==> src/rtl/mem_arbiter.sv <==
// mem_arbiter: shares one single-port unified RAM between instruction fetch
// and the load/store unit. Data requests win by default; a starvation counter
// forces a fetch grant after STARVE_LIMIT consecutive data grants made while
// fetch was waiting. Doubleword data accesses are issued as two RAM beats.
module mem_arbiter #(
  parameter int N            = 20,
  parameter int M            = 32,
  parameter int STARVE_LIMIT = 4
) (
  input  logic           clk,
  input  logic           rst,
  input  logic           if_req_valid,
  output logic           if_req_ready,
  input  logic [N-1:0]   if_req_addr,
  output logic           if_rsp_valid,
  output logic [M-1:0]   if_rsp_data,
  input  logic           d_req_valid,
  output logic           d_req_ready,
  input  logic           d_req_we,
  input  logic           d_req_dword,
  input  logic [N-1:0]   d_req_addr,
  input  logic [2*M-1:0] d_req_wdata,
  output logic           d_rsp_valid,
  output logic [2*M-1:0] d_rsp_rdata,
  output logic           ram_we,
  output logic [N-1:0]   ram_addr,
  output logic [M-1:0]   ram_din,
  input  logic [M-1:0]   ram_dout
);

  localparam int SW = $clog2(STARVE_LIMIT + 1);

  typedef enum logic [1:0] {IDLE, BEAT0, BEAT1, RESP} state_t;

  state_t         state_q, state_d;
  logic           own_d_q, own_d_d;       // 1 = transaction belongs to data port
  logic           we_q, we_d;
  logic           dword_q, dword_d;
  logic [N-1:0]   addr_q, addr_d;
  logic [2*M-1:0] wdata_q, wdata_d;
  logic [M-1:0]   res_lo_q, res_lo_d;
  logic [SW-1:0]  starve_q, starve_d;
  logic           ram_we_q, ram_we_d;
  logic [N-1:0]   ram_addr_q, ram_addr_d;
  logic [M-1:0]   ram_din_q, ram_din_d;
  logic           if_rsp_valid_q, if_rsp_valid_d;
  logic [M-1:0]   if_rsp_data_q, if_rsp_data_d;
  logic           d_rsp_valid_q, d_rsp_valid_d;
  logic [2*M-1:0] d_rsp_rdata_q, d_rsp_rdata_d;
  logic           starved;
  logic           hs_d, hs_if;

  assign starved = (starve_q == SW'(STARVE_LIMIT));

  // Grant: data wins unless fetch is alone or fetch has been starved too long
  always_comb begin
    if_req_ready = 1'b0;
    d_req_ready  = 1'b0;
    if (state_q == IDLE) begin
      if (d_req_valid && !(if_req_valid && starved)) d_req_ready = 1'b1;
      else if (if_req_valid)                         if_req_ready = 1'b1;
    end
  end

  assign hs_d  = d_req_valid  & d_req_ready;
  assign hs_if = if_req_valid & if_req_ready;

  // Next-state and next-output computation; RAM controls are registered so
  // they line up with the BEAT0/BEAT1 cycles and never depend on ram_dout
  always_comb begin
    state_d        = state_q;
    own_d_d        = own_d_q;
    we_d           = we_q;
    dword_d        = dword_q;
    addr_d         = addr_q;
    wdata_d        = wdata_q;
    res_lo_d       = res_lo_q;
    starve_d       = starve_q;
    ram_we_d       = 1'b0;
    ram_addr_d     = addr_q;
    ram_din_d      = '0;
    if_rsp_valid_d = 1'b0;
    if_rsp_data_d  = if_rsp_data_q;
    d_rsp_valid_d  = 1'b0;
    d_rsp_rdata_d  = d_rsp_rdata_q;
    case (state_q)
      IDLE: begin
        if (hs_d) begin
          own_d_d    = 1'b1;
          we_d       = d_req_we;
          dword_d    = d_req_dword;
          addr_d     = d_req_addr;
          wdata_d    = d_req_wdata;
          ram_we_d   = d_req_we;
          ram_addr_d = d_req_addr;
          ram_din_d  = d_req_wdata[M-1:0];
          state_d    = BEAT0;
          if (if_req_valid && !starved) starve_d = starve_q + SW'(1);
        end else if (hs_if) begin
          own_d_d    = 1'b0;
          we_d       = 1'b0;
          dword_d    = 1'b0;
          addr_d     = if_req_addr;
          wdata_d    = '0;
          ram_addr_d = if_req_addr;
          state_d    = BEAT0;
          starve_d   = '0;
        end
      end
      BEAT0: begin
        if (dword_q) begin
          res_lo_d   = we_q ? '0 : ram_dout;
          ram_we_d   = we_q;
          ram_addr_d = addr_q + N'(1);
          ram_din_d  = wdata_q[2*M-1:M];
          state_d    = BEAT1;
        end else begin
          if (own_d_q) begin
            d_rsp_valid_d = 1'b1;
            d_rsp_rdata_d = we_q ? '0 : {{M{1'b0}}, ram_dout};
          end else begin
            if_rsp_valid_d = 1'b1;
            if_rsp_data_d  = ram_dout;
          end
          state_d = RESP;
        end
      end
      BEAT1: begin
        d_rsp_valid_d = 1'b1;
        d_rsp_rdata_d = we_q ? '0 : {ram_dout, res_lo_q};
        state_d       = RESP;
      end
      default: begin
        state_d = IDLE;
      end
    endcase
  end

  // Control state and all port-visible registers, asynchronously cleared
  always_ff @(posedge clk or posedge rst) begin
    if (rst) begin
      state_q        <= IDLE;
      own_d_q        <= 1'b0;
      we_q           <= 1'b0;
      dword_q        <= 1'b0;
      addr_q         <= '0;
      starve_q       <= '0;
      ram_we_q       <= 1'b0;
      ram_addr_q     <= '0;
      ram_din_q      <= '0;
      if_rsp_valid_q <= 1'b0;
      if_rsp_data_q  <= '0;
      d_rsp_valid_q  <= 1'b0;
      d_rsp_rdata_q  <= '0;
    end else begin
      state_q        <= state_d;
      own_d_q        <= own_d_d;
      we_q           <= we_d;
      dword_q        <= dword_d;
      addr_q         <= addr_d;
      starve_q       <= starve_d;
      ram_we_q       <= ram_we_d;
      ram_addr_q     <= ram_addr_d;
      ram_din_q      <= ram_din_d;
      if_rsp_valid_q <= if_rsp_valid_d;
      if_rsp_data_q  <= if_rsp_data_d;
      d_rsp_valid_q  <= d_rsp_valid_d;
      d_rsp_rdata_q  <= d_rsp_rdata_d;
    end
  end

  // Transaction payload; only read in states entered after a handshake loads it
  always_ff @(posedge clk) begin
    wdata_q  <= wdata_d;
    res_lo_q <= res_lo_d;
  end

  assign ram_we       = ram_we_q;
  assign ram_addr     = ram_addr_q;
  assign ram_din      = ram_din_q;
  assign if_rsp_valid = if_rsp_valid_q;
  assign if_rsp_data  = if_rsp_data_q;
  assign d_rsp_valid  = d_rsp_valid_q;
  assign d_rsp_rdata  = d_rsp_rdata_q;

endmodule

==> config.mk <==
export PLATFORM = sky130hd
export DESIGN_NAME = mem_arbiter
export DESIGN_NICKNAME = d
export VERILOG_FILES = /design/src/rtl/mem_arbiter.sv
export SDC_FILE = /design/constraint.sdc
export NUM_CORES = 1
export LEC_CHECK = 0
export BUFFER_PORTS_ARGS = -buffer_cell sky130_fd_sc_hd__buf_2
export CORE_MARGIN = 10
export CORE_UTILIZATION = 49
export CTS_BUF_LIST = sky130_fd_sc_hd__clkbuf_8
export DETAILED_ROUTE_END_ITERATION = 6
export PLACE_DENSITY = 0.79
export SYNTH_ARGS = -nofsm -noshare
export SYNTH_HDL_FRONTEND = slang
export SYNTH_SLANG_ARGS = --single-unit
==> constraint.sdc <==
create_clock -name clk -period 7.4 [get_ports clk]
set_input_delay 2.22 -clock clk [delete_from_list [all_inputs] [get_ports clk]]
set_output_delay 2.22 -clock clk [all_outputs]
set_load 0.05 [all_outputs]
==> summary.txt <==
Clock tree
  • Post-CTS Setup Bufs: 0
  • Root Buffer: clkbuf_8
  • Max clock buf depth: 3
  • # clock sinks: 243
  • Hold-fix buffers, CTS: 0
  • Worst skew pair latency: 0.55 ns
  • H-tree levels: 2
  • Reg clk slew, reported paths: 0.07 ns
  • CTS tree: done
  • # resized after CTS: 0
  • Clock buffer count from CTS: 41

Synth
  • Post-synthesis sequential area ratio: 0.605
  • Mux cell area share after synthesis: 0.0846
  • EDFF count, synth: 64
  • Top post-synthesis cells by count: dfrtp_1 (179), nand2_1 (144), o21ai_0 (71)
  • Top-area cell type share of the netlist area: 0.423
  • Synth Cell Area: 10,600 µm²
  • Most frequent cell after synthesis: dfrtp_1
  • Simple-gate portion of the synthesized area: 0.133
  • Ys Warns: 0
  • Synth unique cells: 53
  • XOR/XNOR Fraction of Synth Area: 0.000828
  • Main combinational cell family by area after synthesis: compound AO/OA/AOI/OAI gates
  • Average size of a mapped cell: 11.5 µm²
  • Synth Area in Adders: 0.00828
  • Synth Area in Compound Gates: 0.135
  • Post-Syn Instances: 916
  • Ranking of synthesized cells by area: dfrtp_1 (42%), edfxtp_1 (18%), nand2_1 (5.1%)
  • Post-synthesis net count: 1,065
  • Post-synth top flop: dfrtp_1
  • Post-synth ARST share: 0.737
  • Synth area leader: dfrtp_1
  • Yosys reg bits: 243

Worst setup path
  • Most frequent CP cell: buf_2
  • Critical path class: in -> out
  • Slowest-stage cell, CP: and2_1
  • Worst R2R Setup Slack: 4.30 ns
  • Reg2reg start: state_q[0]
  • Max Fanout on Critical Path: 26
  • Worst r2r dst: d_rsp_rdata[35]
  • Element type at the critical path start: primary input
  • Crit end category: output port
  • Max incr delay on CP: 0.48 ns
  • Buf/Inv on CP: 3
  • Arrival time worst endpoint: 4.05 ns
  • Worst EP required: 5.18 ns
  • Crit path cell chain: buf_2 -> and2_1 -> nand2_1 -> inv_1 -> buf_2
  • Delay-heaviest family, CP: simple AND/OR/NAND/NOR gates
  • Critical Path Start: if_req_valid
  • Reg2Reg Depth: 7

Cells and area
  • Sequential Area: 6400 µm²
  • Layout cell share with drive strength beyond 1: 0.340
  • Synth-to-layout area growth: 23.0%
  • Fin util: 0.615
  • Layout Nets: 1,339
  • Area of the multi-input gates: 3870 µm²
  • Fillers: 1,747

Place
  • Hpwl dp: 20,700 µm
  • Routability cong.: 0.877
  • PortBufs: 294

Power and ir drop
  • Switching part of the total: 0.488
  • LEAKAGE: 6.06 nW
  • Pint: 0.00336 W
  • Sequential cell fraction of total power: 0.348
  • Peak VDD IR: 0.250 mV
  • Fraction of power consumed by the clock network: 0.173
  • Power per Cell Area: 503 nW/µm²
  • Comb pwr share: 0.479
  • Net Sw Power: 0.00319 W

Global routing
  • Met2 usage: 0.332
  • Antenna violations before repair: 4
  • Met3 Use GR: 0.0838
  • Largest net degree at the start of global routing: 109
  • Gr ovfl total: 0
  • M1 GR Usage: 0.254
  • GRT busiest layer: met2
  • First-pass GRT wire length: 47,700 µm
  • Number of global-route vias before repair: 8,651
  • Gr usage total: 0.209

STA
  • Fin crit share: 0.847
  • RSZ-0062 raised after global routing: false
  • Setup TNS: 0 ns
  • F_max: 0.159 GHz
  • Slew Viols, Final: 0
  • Final setup vio count: 0
  • Hold Vio Cnt, Final: 0
  • Final min period: 6.27 ns
  • Rel. slew slack: 0.220
  • Clk_skew: 0.0170 ns
  • Worst slew pin tran: 1.17 ns

Floorplan
  • Die height: 167 µm
  • Rows: 53
  • Initial Utilization: 0.500
  • CORE AREA: 21,200 µm²
  • IO Pins: 295
  • Die area: 27,900 µm²
  • Die width: 167 µm

Job
  • Max Cap Viol: 0

Routing
  • Routed length per instance: 20.0 µm
  • Residual DRC count: 0
  • Via-per-instance ratio: 5.55
  • Initial drt markers: 640
  • Routed WL: 30,000 µm
  • 1st-pass router iterations: 5
  • Antenna-violating nets left: 0
  • Vias: 8,313

Run status
  • Status: finished, final reports clean

Worst hold path
  • Hold Startpoint: wdata_q[39]
  • Worst hold endpoint: ram_din[7]
  • Hold Crit Class: reg -> reg
  • Worst Hold Path Cells: 1
stage by stage:
| step | std cells | hold slack [ns] | setup WS (ns) | power [W] | area (µm²) |
|---|---|---|---|---|---|
| finish | 1498 | 0.452 | 1.13 | 0.00655 | 13000 |
| global route | 1496 | 0.483 | 1.01 | 0.00693 | 13000 |
| CTS | 1496 | 0.458 | 1.18 | 0.00661 | 13000 |
| detailed placement | 1422 | 0.451 | 1.20 | 0.00545 | 12200 |
| global placement | 1422 | 0.445 | 1.30 | 0.00537 | 12200 |
| floorplan | 916 | 0.443 | 0.321 | 0.00462 | 10600 |
cells by family after synthesis:
logic type | after synthesis
multiplexers | 85
flip-flops | 243
XOR/XNOR | 1
AO/OA/AOI/OAI | 207
AND/OR/NAND/NOR | 285
adder cells (fa/ha/maj) | 7
buffers and inverters | 88
power groups by stage:
| stage | combinational [W] | sequential [W] | clock, W |
|---|---|---|---|
| global placement | 0.00310 | 0.00227 | 0 |
| global route | 0.00335 | 0.00234 | 0.00123 |
| finish | 0.00313 | 0.00228 | 0.00114 |
| CTS | 0.00316 | 0.00228 | 0.00117 |
| floorplan | 0.00118 | 0.00344 | 0 |
| detailed placement | 0.00315 | 0.00230 | 0 |
how the worst max path moves through the flow:
stage                   endpoint  cells past startpoint  slack [ns]
finish              if_req_ready                      5        1.13
global placement    if_req_ready                      5        1.30
global route        if_req_ready                      5        1.01
detailed placement  if_req_ready                      5        1.20
floorplan              addr_q[0]                      1        0.32
CTS                 if_req_ready                      5        1.18
worst reg2reg max path: cells and delay by family, from the launching register on:
kind	cells	cell delay [ns]
simple gates	1	0.25
compound gates	2	0.93
flops	1	0.40
fa+ha+maj	1	0.18
buf+inv	3	1.18
flip-flops by register name, summed over array words and instances, names as in the netlist:
signal        cells
addr_q           20
ram_addr         20
own_d_q           1
res_lo_q         32
we_q              1
wdata_q          32
dword_q           1
starve_q          3
ram_din          32
d_rsp_valid       1
if_rsp_valid      1
state_q           2
if_rsp_data      32
d_rsp_rdata      64
ram_we            1
metal layers:
| metal | routed length (µm) | vias up |
|---|---|---|
| li1 | - | 3841 |
| met1 | 11800 | 3982 |
| met2 | 13900 | 414 |
| met3 | 3390 | 72 |
| met4 | 797 | 4 |
| met5 | 16 | - |
final cells by class:
cell class	count	share of cell area
Timing Repair Buffer	304	0.119
Clock buffer	48	0.0508
Tap cell	275	0.0264
Multi-Input combinational cell	585	0.297
Sequential cell	243	0.492
Antenna cell	2	0.000385
Clock inverter	26	0.00962
Inverter	15	0.00471
cell usage in the layout (no fill, tap or decap), types with 5 or more instances in the layout:
master / instances
buf_2: 294
dfrtp_1: 178
nand2_1: 144
o21ai_0: 70
edfxtp_1: 64
mux2i_1: 50
clkbuf_8: 48
and2_1: 38
o31ai_1: 37
nor2b_1: 36
mux2_2: 35
a22o_1: 32
inv_1: 26
nand3_1: 15
a21oi_1: 12
o211ai_1: 11
nor2_1: 11
buf_4: 10
and3_1: 8
o311ai_0: 8
clkinv_2: 8
a221oi_1: 7
nand4_1: 6
ha_1: 6
nand3b_1: 5
Note: power is estimated with default switching activity, not from simulation.
